### config.mk
export PLATFORM = sky130hd
export DESIGN_NAME = usb_pkt_router
export DESIGN_NICKNAME = d
export VERILOG_FILES = /design/src/rtl/usb_pkt_pkg.sv /design/src/rtl/usb_pkt_watchdog.sv /design/src/rtl/usb_pkt_router.sv
export SDC_FILE = /design/constraint.sdc
export NUM_CORES = 1
export LEC_CHECK = 0
export BUFFER_PORTS_ARGS = -buffer_cell sky130_fd_sc_hd__buf_2
export CAP_MARGIN = 10
export CORE_ASPECT_RATIO = 0.9
export CORE_MARGIN = 4
export CORE_UTILIZATION = 54
export DETAILED_ROUTE_END_ITERATION = 16
export HOLD_SLACK_MARGIN = 0.12
export PLACE_DENSITY = 0.81
export RECOVER_POWER = 25
export REMOVE_ABC_BUFFERS = 1
export SYNTH_ARGS = -nofsm -noshare
export SYNTH_HDL_FRONTEND = slang
export SYNTH_SLANG_ARGS = --single-unit
### constraint.sdc
create_clock -name wrclock -period 2.3 [get_ports wrclock]
set_input_delay 0.23 -clock wrclock [delete_from_list [all_inputs] [get_ports wrclock]]
set_output_delay 0.23 -clock wrclock [all_outputs]
set_load 0.01 [all_outputs]
### src/rtl/usb_pkt_pkg.sv
// ---------------------------------------------------------------------------
// usb_pkt_pkg
//   Shared definitions for the USB3 packet router: framing constants,
//   command opcodes, the decoder state encoding and a header-detect helper.
// ---------------------------------------------------------------------------
package usb_pkt_pkg;

  // Framing bytes: a header word is FF_xx_xx_AA.
  localparam logic [7:0] SYNC_HI = 8'hFF;
  localparam logic [7:0] SYNC_LO = 8'hAA;

  // Command opcodes carried in header bits [23:16].
  localparam logic [7:0] OP_CHWR = 8'h01;
  localparam logic [7:0] OP_SRST = 8'h0A;

  // Decoder states.
  typedef enum logic [1:0] {
    ST_IDLE = 2'd0,
    ST_LEN  = 2'd1,
    ST_DATA = 2'd2
  } state_e;

  // True when the word carries both sync bytes in their framing positions.
  function automatic logic is_header(input logic [31:0] word);
    return (word[31:24] == SYNC_HI) && (word[7:0] == SYNC_LO);
  endfunction

endpackage

### src/rtl/usb_pkt_watchdog.sv
// ---------------------------------------------------------------------------
// usb_pkt_watchdog
//   Inter-word idle timer. While enabled, counts wrclock cycles without a
//   kick; flags expiry on the cycle whose idle clock would bring the count to
//   TIMEOUT_CYC. A kick in that same cycle wins and clears the count.
//
// Ports:
//   wrclock   in  clock
//   rst_n     in  asynchronous active-low reset
//   enable_i  in  timer runs only while high; cleared while low
//   kick_i    in  accepted word this cycle; clears the count
//   expire_o  out one-cycle expiry strobe (combinational from the count,
//                 the consumer registers it)
// ---------------------------------------------------------------------------
module usb_pkt_watchdog #(
  parameter int unsigned TIMEOUT_CYC = 1024
) (
  input  logic wrclock,
  input  logic rst_n,
  input  logic enable_i,
  input  logic kick_i,
  output logic expire_o
);

  localparam int unsigned CNT_W = (TIMEOUT_CYC > 2) ? $clog2(TIMEOUT_CYC) : 1;
  // Count value reached after TIMEOUT_CYC-1 idle cycles; the next idle cycle
  // is the expiry cycle.
  localparam logic [CNT_W-1:0] LIMIT = CNT_W'(TIMEOUT_CYC - 1);

  logic [CNT_W-1:0] cnt_q;
  logic [CNT_W-1:0] cnt_d;

  // Next idle count: clear when disabled or kicked, saturate at the limit.
  always_comb begin
    cnt_d = cnt_q;
    if (!enable_i || kick_i) begin
      cnt_d = '0;
    end else if (cnt_q != LIMIT) begin
      cnt_d = cnt_q + CNT_W'(1);
    end else begin
      cnt_d = cnt_q;
    end
  end

  // Idle counter register.
  always_ff @(posedge wrclock or negedge rst_n) begin
    if (!rst_n) begin
      cnt_q <= '0;
    end else begin
      cnt_q <= cnt_d;
    end
  end

  assign expire_o = enable_i && !kick_i && (cnt_q == LIMIT);

endmodule

### src/rtl/usb_pkt_router.sv
// ---------------------------------------------------------------------------
// usb_pkt_router
//   Hunts for framed command packets in the USB3 slave-FIFO word stream and
//   routes payload words to one of NUM_CH channel RAMs.
//
//   Packet: header FF_op_arg_AA, then a length word (L in [15:0]), then L
//   payload words. OP_CHWR writes channel 'arg'; OP_SRST requests a soft
//   reset from the surrounding system (this block never resets itself).
//
// Ports:
//   wrclock       in  sole clock
//   rst_n         in  asynchronous active-low reset
//   in_valid      in  in_data valid; no backpressure, every word consumed
//   in_data       in  32-bit USB word
//   ch_we         out one-hot channel write enable (registered)
//   ch_addr       out channel RAM write address (registered, holds)
//   ch_data       out channel RAM write data (registered, holds)
//   busy          out in the length or payload phase of a packet
//   pkt_done      out pulse alongside the last payload write
//   err           out pulse on rejected header/length or inter-word timeout
//   soft_rst_req  out pulse on a soft-reset command
// ---------------------------------------------------------------------------
module usb_pkt_router
  import usb_pkt_pkg::*;
#(
  parameter int unsigned NUM_CH      = 24,
  parameter int unsigned ADDR_W      = 8,
  parameter int unsigned TIMEOUT_CYC = 1024
) (
  input  logic              wrclock,
  input  logic              rst_n,
  input  logic              in_valid,
  input  logic [31:0]       in_data,
  output logic [NUM_CH-1:0] ch_we,
  output logic [ADDR_W-1:0] ch_addr,
  output logic [31:0]       ch_data,
  output logic              busy,
  output logic              pkt_done,
  output logic              err,
  output logic              soft_rst_req
);

  localparam int unsigned CH_W    = (NUM_CH > 1) ? $clog2(NUM_CH) : 1;
  localparam int unsigned REM_W   = ADDR_W + 1;
  localparam int unsigned MAX_LEN = 32'd1 << ADDR_W;

  // Registered state and outputs.
  state_e              state_q;
  logic [CH_W-1:0]     cur_ch_q;
  logic [REM_W-1:0]    rem_q;
  logic [ADDR_W-1:0]   addr_cnt_q;
  logic [NUM_CH-1:0]   ch_we_q;
  logic [ADDR_W-1:0]   ch_addr_q;
  logic [31:0]         ch_data_q;
  logic                pkt_done_q;
  logic                err_q;
  logic                soft_rst_req_q;

  // Next-state helpers for the counters.
  logic [REM_W-1:0]    rem_d;
  logic [ADDR_W-1:0]   addr_d;

  // Decode of the incoming word.
  logic                hdr_s;
  logic [7:0]          op_s;
  logic [7:0]          arg_s;
  logic [15:0]         len_s;
  logic                ch_ok_s;
  logic                len_ok_s;
  logic                last_s;
  logic [NUM_CH-1:0]   ch_sel_s;
  logic                busy_s;
  logic                expire_s;

  // Header fields, range checks and counter arithmetic.
  always_comb begin
    hdr_s    = is_header(in_data);
    op_s     = in_data[23:16];
    arg_s    = in_data[15:8];
    len_s    = in_data[15:0];
    ch_ok_s  = (32'(arg_s) < NUM_CH);
    len_ok_s = (len_s != 16'd0) && (32'(len_s) <= MAX_LEN);
    // The remaining count still includes the word being written, so a value
    // of one marks the last payload word.
    last_s   = (rem_q == REM_W'(1));
    rem_d    = rem_q - REM_W'(1);
    addr_d   = addr_cnt_q + ADDR_W'(1);
  end

  // One-hot enable for the latched channel; cur_ch_q is range-checked on entry.
  always_comb begin
    ch_sel_s           = '0;
    ch_sel_s[cur_ch_q] = 1'b1;
  end

  assign busy_s = (state_q == ST_LEN) || (state_q == ST_DATA);

  usb_pkt_watchdog #(
    .TIMEOUT_CYC (TIMEOUT_CYC)
  ) u_watchdog (
    .wrclock  (wrclock),
    .rst_n    (rst_n),
    .enable_i (busy_s),
    .kick_i   (in_valid),
    .expire_o (expire_s)
  );

  // Decode/route FSM with registered write port and status pulses.
  always_ff @(posedge wrclock or negedge rst_n) begin
    if (!rst_n) begin
      state_q        <= ST_IDLE;
      cur_ch_q       <= '0;
      rem_q          <= '0;
      addr_cnt_q     <= '0;
      ch_we_q        <= '0;
      ch_addr_q      <= '0;
      ch_data_q      <= '0;
      pkt_done_q     <= 1'b0;
      err_q          <= 1'b0;
      soft_rst_req_q <= 1'b0;
    end else begin
      // Pulses default low; ch_addr/ch_data hold between writes.
      ch_we_q        <= '0;
      pkt_done_q     <= 1'b0;
      err_q          <= 1'b0;
      soft_rst_req_q <= 1'b0;
      case (state_q)
        ST_IDLE: begin
          // Non-header words are dropped silently while hunting.
          if (in_valid && hdr_s) begin
            case (op_s)
              OP_CHWR: begin
                if (ch_ok_s) begin
                  cur_ch_q <= arg_s[CH_W-1:0];
                  state_q  <= ST_LEN;
                end else begin
                  err_q <= 1'b1;
                end
              end
              OP_SRST: begin
                soft_rst_req_q <= 1'b1;
              end
              default: begin
                err_q <= 1'b1;
              end
            endcase
          end
        end
        ST_LEN: begin
          // Any valid word is the length word, even one that looks like a header.
          if (in_valid) begin
            if (len_ok_s) begin
              rem_q      <= REM_W'(len_s);
              addr_cnt_q <= '0;
              state_q    <= ST_DATA;
            end else begin
              err_q   <= 1'b1;
              state_q <= ST_IDLE;
            end
          end else if (expire_s) begin
            err_q   <= 1'b1;
            state_q <= ST_IDLE;
          end
        end
        ST_DATA: begin
          if (in_valid) begin
            ch_we_q    <= ch_sel_s;
            ch_addr_q  <= addr_cnt_q;
            ch_data_q  <= in_data;
            addr_cnt_q <= addr_d;
            rem_q      <= rem_d;
            if (last_s) begin
              pkt_done_q <= 1'b1;
              state_q    <= ST_IDLE;
            end
          end else if (expire_s) begin
            // Abort: words already written stay written, no pkt_done.
            err_q   <= 1'b1;
            state_q <= ST_IDLE;
          end
        end
        default: begin
          state_q <= ST_IDLE;
        end
      endcase
    end
  end

  assign ch_we        = ch_we_q;
  assign ch_addr      = ch_addr_q;
  assign ch_data      = ch_data_q;
  assign busy         = busy_s;
  assign pkt_done     = pkt_done_q;
  assign err          = err_q;
  assign soft_rst_req = soft_rst_req_q;

endmodule

==> flow_summary_export.csv, run 1 <==
group,metric,value,unit
layout,layout_common_cells,"142 x nand2_1, 101 x dfrtp_1, 101 x buf_2",
setup_path,path_max_fanout,5,
setup_path,worstSetupPathType,"in2reg",
layout,drive_gt1_frac,0.2476,
yosys,synth-async-reset-ratio,1.000,
sta,drv_slew,0,
power_and_ir_drop,peakVddDrop,424.6,µV
drt,firstDrtPassIters,4,
die,die_h,96.03,µm
clocking,cts_buffers,9,
yosys,ys.flop_type,"dfrtp_1",
yosys,ys_warn_count,0,
sta,skew,15.48,ps
power_and_ir_drop,leakage,3.074,nW
yosys,yosysTopAreaCell,"dfrtp_1",
drt,via_count,4162,
clocking,htreeDepth,3,
setup_path,cp-end-kind,"flop",
setup_path,r2r_slack,160,ps
clocking,clk_pin_slew,110,ps
die,num_rows,31,
sta,hold_viol,0,
yosys,yosys-top-cells-area,"dfrtp_1 54%, nand2_1 12%, nor2_1 3.6%",
setup_path,critPathLaunchType,"input pin",
sta,worstMarginPinSlew,1107,ps
job,cap_violations,0,
drt,wl_per_cell,16.21,µm
setup_path,required,2570,ps
die,ios,103,
yosys,synthesis.area,4649,µm²
layout,layout_commonest_cell,"nand2_1",
grt,grt_max_degree,47,
clocking,cts_tree,"built",
yosys,synth_cell_types,62,
placement,dp_hpwl,8138,µm
layout,diodes,0,
clocking,clk_path_buf_depth,2,
layout,layoutNonFillerInstCount,749,
clocking,insertion_delay,380,ps
layout,nets,672,
yosys,ys_ff_latch,101,
grt,grt_pass1_vias,4139,
die,dieWidth,105.8,µm
sta,final.min_clock_period,2184,ps
drt,wl,12140,µm
sta,slew_headroom,0.2621,
die,start_util,0.5654,
grt,gr-total-overflow,0,
grt,grtUsageTotal,0.2492,
layout,n_fill_cell,607,
sta,fmax,0.4578,GHz
sta,setup_viol,0,
sta,rsz0062_at_grt,"false",
grt,grt_pass1_wl,20070,µm
yosys,netlist_instances,489,
placement,place_ws,71.55,ps
drt,drt_iter0_drc,237,
yosys,yosysSeqAreaShare,0.5436,
setup_path,arrival,2450,ps
layout,syn_to_final_growth,27.23,%
die,core,8223,µm²
drt,vias_per_cell,5.557,
clocking,cts_root_buffer,"clkbuf_8",
layout,multiInputGateArea,2014,µm²
yosys,netlist.area_leader.share,0.5436,
drt,postRouteAntennaNets,0,
die,die_area,10160,µm²
power_and_ir_drop,power,0.003159,W
status,status,"finished clean",
layout,regArea,2527,µm²
clocking,cts.sinks,101,
sta,fin_ws,115.7,ps
clocking,cts_setup_buffers,0,
placement,portBuffers,102,
grt,antenna_found_initial,0,
sta,timing.final.crit_share,0.9497,
yosys,synth_edf_count,0,
placement,place_congestion,0.8602,
power_and_ir_drop,powerDensity,533.9,nW/µm²
min_path,hold_path.class,"in2reg",
drt,drcViolationCount,0,
yosys,syn_area_per_cell,9.508,µm²
placement,dp_cells,703,
cells in the mapped netlist (2+ instances only):
master and number:
nor4_2 2, o21ai_0 16, o2bb2ai_1 2, nand2_1 143, nor2_1 44, and2_1 4, or3_1 3, clkbuf_1 17
mux2_2 5, nor3b_1 2, or4_1 3, a31oi_1 2, o31ai_1 7, a2111oi_0 2, nand3_1 17, and4_1 3
o211ai_1 3, nand4_1 13, dfrtp_1 101, ha_1 8, and3_1 3, inv_1 12, a21oi_1 5, a211o_1 3
nand3b_1 4, xor2_1 2, mux2i_1 4, a32o_1 3, nand2b_1 4, buf_4 2, nor4_1 9, or4_4 2
a22o_1 3, o22ai_1 3, nor3_1 6
report_power, final:
group	switching, W	leakage, nW	internal (W)
combinational	0.0000868	1.56	0.0000653
clock	0.000690	0.113	0.000542
sequential	0.000000000110	1.40	0.00177
sequential cells by signal, indices dropped and copies added (netlist names):
register,flops
rem_q,9
cur_ch_q,5
state_q,2
u_watchdog.cnt_q,10
ch_data,32
pkt_done,1
addr_cnt_q,8
ch_we,24
soft_rst_req,1
ch_addr,8
err,1
cells by family (layout without fill, tap and decap cells):
| kind of cell | count (synthesis) | in the layout | synth area share |
|---|---|---|---|
| AND/OR/NAND/NOR | 271 | 271 | 0.2764 |
| flip-flops | 101 | 101 | 0.5436 |
| AO/OA/AOI/OAI | 64 | 64 | 0.1036 |
| buffers and inverters | 33 | 178 | 0.02852 |
| multiplexers | 9 | 9 | 0.02072 |
| adder cells (fa/ha/maj) | 8 | 8 | 0.02153 |
| XOR/XNOR | 3 | 3 | 0.005652 |
metrics by stage:
| stage | hold WS (ps) | setup TNS, ps | utilization | cell area (µm²) |
|---|---|---|---|---|
| 6_report | 131.3 | 0 | 0.7194 | 5916 |
| 5_1_grt | 130.1 | 0 | 0.7194 | 5916 |
| 4_1_cts | 120.5 | 0 | 0.7182 | 5906 |
| 3_5_place_dp | 270.1 | 0 | 0.6541 | 5379 |
| 3_3_place_gp | 261.6 | 0 | 0.6541 | 5379 |
| 2_1_floorplan | -65.59 | -3463 | - | 4562 |
repair_timing:
action                     in CTS  in global routing
setup endpoints to repair       0                 17
hold buffers                   30                  0
gates resized for setup         0                  5
hold endpoints to repair       74                  0
area by class of cell:
| cell class | count | share of cell area |
|---|---|---|
| clock buffer | 9 | 0.02094 |
| clock inverter | 7 | 0.01734 |
| inverter | 12 | 0.007614 |
| multi-input combinational | 355 | 0.3405 |
| sequential | 101 | 0.4272 |
| tap | 115 | 0.02432 |
| timing repair buffer | 150 | 0.1620 |
final timing paths:
kind                                          from                   endpoint  depth (start not counted)
max in group asynchronous                    rst_n  addr_cnt_q[4]$_DFFE_PN0P_                          3
min reg2reg                ch_data[12]$_DFFE_PN0P_    ch_data[12]$_DFFE_PN0P_                          2
max reg2reg                 state_q[1]$_DFFE_PN0P_  addr_cnt_q[5]$_DFFE_PN0P_                          7
min in group asynchronous                    rst_n    ch_data[27]$_DFFE_PN0P_                          2
min                                     in_data[2]     ch_data[2]$_DFFE_PN0P_                          3
max                                     in_data[6]    cur_ch_q[2]$_DFFE_PN0P_                          7
metal layers:
metal | routed length, µm | GRT usage | vias up
li1 | - | - | 1982
met5 | 0 | 0 | -
met4 | 330 | 0.1014 | 0
met1 | 5150 | 0.3192 | 2008
met2 | 5992 | 0.4252 | 139
met3 | 666 | 0.04494 | 33
worst max-delay path: stages:
cell	delay (ps)
dlygate4sd3_1	540
buf_2	160
or4_4	460
nor4_2	330
nand3_1	170
nor2_4	200
mux2_2	360
Power figures use the tool's default switching activity.
==> run 2: changes to the inputs <==
Settings changed: REMOVE_ABC_BUFFERS 1 to unset.
==> flow_summary_export.csv, run 2 (synthesis gave the netlist of run 1 again) <==
group,metric,value,unit
status,status,"finished clean",
grt,grt_pass1_vias,4166,
setup_path,crit_path_start,"in_data[12]",
die,core,8223,µm²
placement,portBuffers,102,
layout,syn_to_final_growth,26.96,%
setup_path,cp-end-kind,"flop",
die,dieWidth,105.8,µm
sta,setup_viol,0,
layout,regArea,2527,µm²
layout,largest_reg_flops,32,
placement,place_congestion,0.9155,
layout,layout_commonest_cell,"nand2_1",
grt,antenna_found_initial,0,
sta,rsz0062_at_grt,"false",
setup_path,endpoint,"addr_cnt_q[7]$_DFFE_PN0P_",
power_and_ir_drop,peakVddDrop,311.8,µV
sta,slew_headroom,0.3167,
job,cap_violations,0,
clocking,htreeDepth,3,
die,die_h,96.03,µm
clocking,cts.sinks,101,
drt,vias_per_cell,5.701,
clocking,clk_pin_slew,110,ps
sta,drv_slew,0,
grt,gr-total-overflow,0,
layout,multiInputGateArea,2022,µm²
layout,n_fill_cell,616,
sta,hold_viol,0,
setup_path,required,2610,ps
layout,layout_common_cells,"142 x nand2_1, 101 x dfrtp_1, 91 x buf_2",
drt,wl,12750,µm
clocking,cts_buffers,9,
die,ios,103,
die,start_util,0.5654,
sta,setup_tns,0,ps
sta,worstMarginPinSlew,1025,ps
drt,firstDrtPassIters,5,
setup_path,critPathLaunchType,"input pin",
layout,nets,676,
drt,postRouteAntennaNets,0,
placement,dp_hpwl,8501,µm
drt,drt_iter0_drc,285,
sta,fmax,0.4464,GHz
die,num_rows,31,
min_path,min_from,"in_data[26]",
clocking,cts_tree,"built",
clocking,insertion_delay,370,ps
power_and_ir_drop,leakage,3.034,nW
placement,dpl_cell_area,5404,µm²
drt,via_count,4293,
drt,wl_per_cell,16.93,µm
sta,timing.final.crit_share,0.9739,
grt,grt_max_degree,43,
layout,diodes,0,
clocking,clk_path_buf_depth,2,
sta,skew,17.96,ps
setup_path,r2r-end,"addr_cnt_q[7]$_DFFE_PN0P_",
power_and_ir_drop,powerDensity,515.1,nW/µm²
setup_path,arrival,2550,ps
clocking,cts_root_buffer,"clkbuf_8",
clocking,cts_setup_buffers,0,
setup_path,timing.rr.start,"state_q[1]$_DFFE_PN0P_",
setup_path,path_max_fanout,7,
grt,grtUsageTotal,0.2587,
sta,final.min_clock_period,2240,ps
setup_path,worstSetupPathType,"in2reg",
drt,drcViolationCount,0,
setup_path,r2r_slack,130,ps
layout,stdcell_area,5903,µm²
setup_path,reg2reg_depth,7,
min_path,hold_path.class,"in2reg",
yosys,synth_nets,532,
die,die_area,10160,µm²
layout,drive_gt1_frac,0.2398,
grt,grt_pass1_wl,20640,µm
sta,hold-worst-slack,138.6,ps
## run 2: report_power, final
group           switching [W]  internal [W]
sequential     0.000000000142       0.00177
clock                0.000682      0.000430
combinational       0.0000897     0.0000649
total                0.000772       0.00227
## run 2: metrics by stage
stage                       util  total power (W)  std cells  setup WS (ps)
after floorplan                -         0.001826        489          261.3
after global placement    0.6572         0.001916        708          137.1
after detailed placement  0.6572         0.001918        708          83.02
after CTS                 0.7165         0.003051        753          11.78
after global routing      0.7179         0.003146        753          7.506
final                     0.7179         0.003041        753          59.97
## run 2: critical path: stages
cell	delay, ps
dlygate4sd3_1	530
buf_2	160
nor4_2	240
nand2_2	190
buf_4	200
or4_1	570
a211o_1	330
nand2_1	90
## run 2: layout make-up
| type | count | share of cell area |
|---|---|---|
| multi-input cells | 355 | 0.3425 |
| flip-flops and latches | 101 | 0.4281 |
| clock inverters | 7 | 0.01251 |
| well taps | 115 | 0.02437 |
| repair buffers | 154 | 0.1638 |
| clock buffers | 9 | 0.02098 |
| inverters | 12 | 0.007630 |
## run 2: worst min-delay path by stage
stage / endpoint / slack (ps) / cells after the start
3_5_place_dp: ch_we[5]$_DFF_PN0_ / 240 / 1
6_report: ch_data[26]$_DFFE_PN0P_ / 140 / 3
5_1_grt: ch_data[26]$_DFFE_PN0P_ / 130 / 3
4_1_cts: ch_data[7]$_DFFE_PN0P_ / 130 / 3
2_1_floorplan: addr_cnt_q[0]$_DFFE_PN0P_ / -70 / 0
3_3_place_gp: ch_we[5]$_DFF_PN0_ / 240 / 1
## run 2: per-layer routing
layer  vias up  track usage  part of all wire
met2       189       0.4485              0.51
met3        38      0.06036             0.064
met4         0      0.09924             0.025
met1      2086       0.3191              0.40
met5         -            0                 0
li1       1980            -                 -
## run 2: repair_timing
action | in CTS | in global routing
gates resized for setup | 0 | 8
endpoints found under the hold margin | 66 | 0
endpoints found under the setup margin | 0 | 21
hold buffers | 29 | 0
==> run 3: changes to the inputs <==
Settings changed: SYNTH_HIERARCHICAL set to 1.
==> flow_summary_export.csv, run 3 <==
group,metric,value,unit
die,die_area,9884,µm²
sta,slew_headroom,0.2263,
sta,hold_viol,0,
job,cap_violations,0,
sta,skew,8.441,ps
layout,nets,665,
sta,drv_slew,0,
die,die_h,94.72,µm
setup_path,crit_slowest_cell,"dfrtp_1",
drt,via_count,4201,
yosys,yosysSeqAreaShare,0.5602,
clocking,insertion_delay,370,ps
setup_path,required,2550,ps
sta,timing.final.crit_share,0.9580,
clocking,cts_root_buffer,"clkbuf_8",
yosys,netlist.area_leader.share,0.5602,
grt,grtUsageTotal,0.2540,
clocking,clk_pin_slew,100,ps
yosys,yosys-top-cells-area,"dfrtp_1 56%, nand2_1 12%, nor2_1 3.6%",
power_and_ir_drop,leakage,2.859,nW
layout,layout_commonest_cell,"nand2_1",
layout,drive_gt1_frac,0.2376,
grt,grt_pass1_vias,4208,
yosys,synth_nets,517,
yosys,synth_cell_types,55,
sta,worstMarginPinSlew,1161,ps
yosys,syn_area_per_cell,9.519,µm²
yosys,ys.flop_type,"dfrtp_1",
setup_path,cp_slowest_stage_delay,420,ps
grt,grt_max_degree,48,
clocking,clk_path_buf_depth,2,
die,start_util,0.5566,
layout,largest_reg_flops,32,
setup_path,cp-end-kind,"flop",
sta,final.min_clock_period,2203,ps
clocking,cts_buffers,9,
sta,setup_tns,0,ps
die,dieWidth,104.4,µm
die,core,8107,µm²
yosys,synthesis.area,4512,µm²
die,num_rows,31,
grt,grt_pass1_wl,20150,µm
grt,gr-total-overflow,0,
placement,place_congestion,0.8963,
yosys,yosys-top-cells-count,"139 x nand2_1, 101 x dfrtp_1, 43 x nor2_1",
setup_path,crit_chain,"ha_1 -> and2_1 -> nand3_1 -> nor2_1 -> nor4_1 -> nand2b_1 -> a2111o_1",
power_and_ir_drop,powerDensity,651.2,nW/µm²
layout,diodes,0,
power_and_ir_drop,power,0.003710,W
yosys,synth-async-reset-ratio,1.000,
yosys,synth_edf_count,0,
clocking,cts_tree,"built",
drt,wl_per_cell,16.70,µm
clocking,cts_setup_buffers,0,
power_and_ir_drop,peakVddDrop,482.7,µV
status,status,"finished clean",
yosys,yosysTopAreaCell,"dfrtp_1",
layout,n_fill_cell,605,
clocking,htreeDepth,3,
placement,dp_hpwl,8710,µm
sta,rsz0062_at_grt,"false",
drt,drt_iter0_drc,282,
drt,postRouteAntennaNets,0,
layout,syn_to_final_growth,26.26,%
sta,setup_viol,0,
setup_path,timing.rr.start,"u_watchdog/cnt_q[0]$_DFFE_PN0P_",
yosys,netlist_instances,474,
placement,portBuffers,102,
clocking,ctsResizeCount,0,
drt,wl,12130,µm
yosys,ys_warn_count,6,
setup_path,arrival,2460,ps
setup_path,worstSetupPathType,"reg2reg",
yosys,ys_ff_latch,101,
sta,fmax,0.4538,GHz
die,ios,103,
setup_path,path_max_fanout,8,
layout,layout_common_cells,"139 x nand2_1, 101 x dfrtp_1, 78 x buf_2",
setup_path,critPathLaunchType,"flop",
min_path,hold_path.class,"in2reg",
min_path,min_from,"in_data[6]",
clocking,hold_buffers,18,
drt,firstDrtPassIters,4,
yosys,yosysMostFrequentCell,"nand2_1",
grt,antenna_found_initial,0,
drt,vias_per_cell,5.787,
clocking,cts.sinks,101,
setup_path,crit_path_start,"u_watchdog/cnt_q[0]$_DFFE_PN0P_",
drt,drcViolationCount,0,
run 3: final timing paths:
check                                     endpoint  slack, ps  cells after the start
hold reg to reg             ch_data[4]$_DFFE_PN0P_        480                      2
setup reg to reg            state_q[1]$_DFFE_PN0P_        100                      7
setup / recovery            state_q[1]$_DFFE_PN0P_        100                      7
hold / removal                rem_q[6]$_DFFE_PN0P_        150                      2
max in group asynchronous       ch_we[3]$_DFF_PN0_        780                      3
min in group asynchronous  ch_data[11]$_DFFE_PN0P_        600                      2
run 3: cells by family (layout without fill, tap and decap cells):
family	after synthesis	in the layout	synth area share
buffers and inverters	25	178	0.02413
AND/OR/NAND/NOR	265	265	0.2732
multiplexers	8	8	0.01941
adder cells (fa/ha/maj)	8	8	0.02219
AO/OA/AOI/OAI	67	67	0.1009
flip-flops	101	101	0.5602
run 3: layout make-up:
cell class / instances / area, µm² / share of cell area
multi-input cells: 348 / 1878 / 0.3297
clock buffers: 9 / 123.9 / 0.02174
flip-flops and latches: 101 / 2527 / 0.4437
repair buffers: 153 / 922.1 / 0.1619
inverters: 9 / 33.78 / 0.005930
clock inverters: 7 / 87.58 / 0.01537
well taps: 99 / 123.9 / 0.02174
run 3: power by group:
group | internal [W] | leakage [nW] | switching (W) | total (W)
registers | 0.00189 | 1.35 | 0.000129 | 0.00202
logic | 0.000218 | 1.40 | 0.000282 | 0.000500
clock network | 0.000530 | 0.108 | 0.000662 | 0.00119
total | 0.00264 | 2.86 | 0.00107 | 0.00371
run 3: critical path: cells and delay by family (launching register included):
kind | cells | cell delay [ps]
compound gates | 1 | 400
simple gates | 5 | 1010
fa+ha+maj | 1 | 250
flops | 1 | 420
run 3: metal layers:
layer  share of wire  track usage
met1            0.42       0.3159
met2            0.49       0.4376
met3           0.064      0.05537
met4           0.023       0.1008
met5               0            0
run 3: through the flow:
stage	hold WS [ps]	utilization	cell area (µm²)	cells	setup slack (ps)
final	149.9	0.7027	5697	726	96.60
after global routing	146.8	0.7027	5697	726	5.134
after CTS	135.6	0.7066	5728	726	125.7
after floorplan	-65.59	-	4512	474	0.5198
after global placement	272.1	0.6583	5336	692	-144.3
after detailed placement	283.0	0.6583	5336	692	-204.4
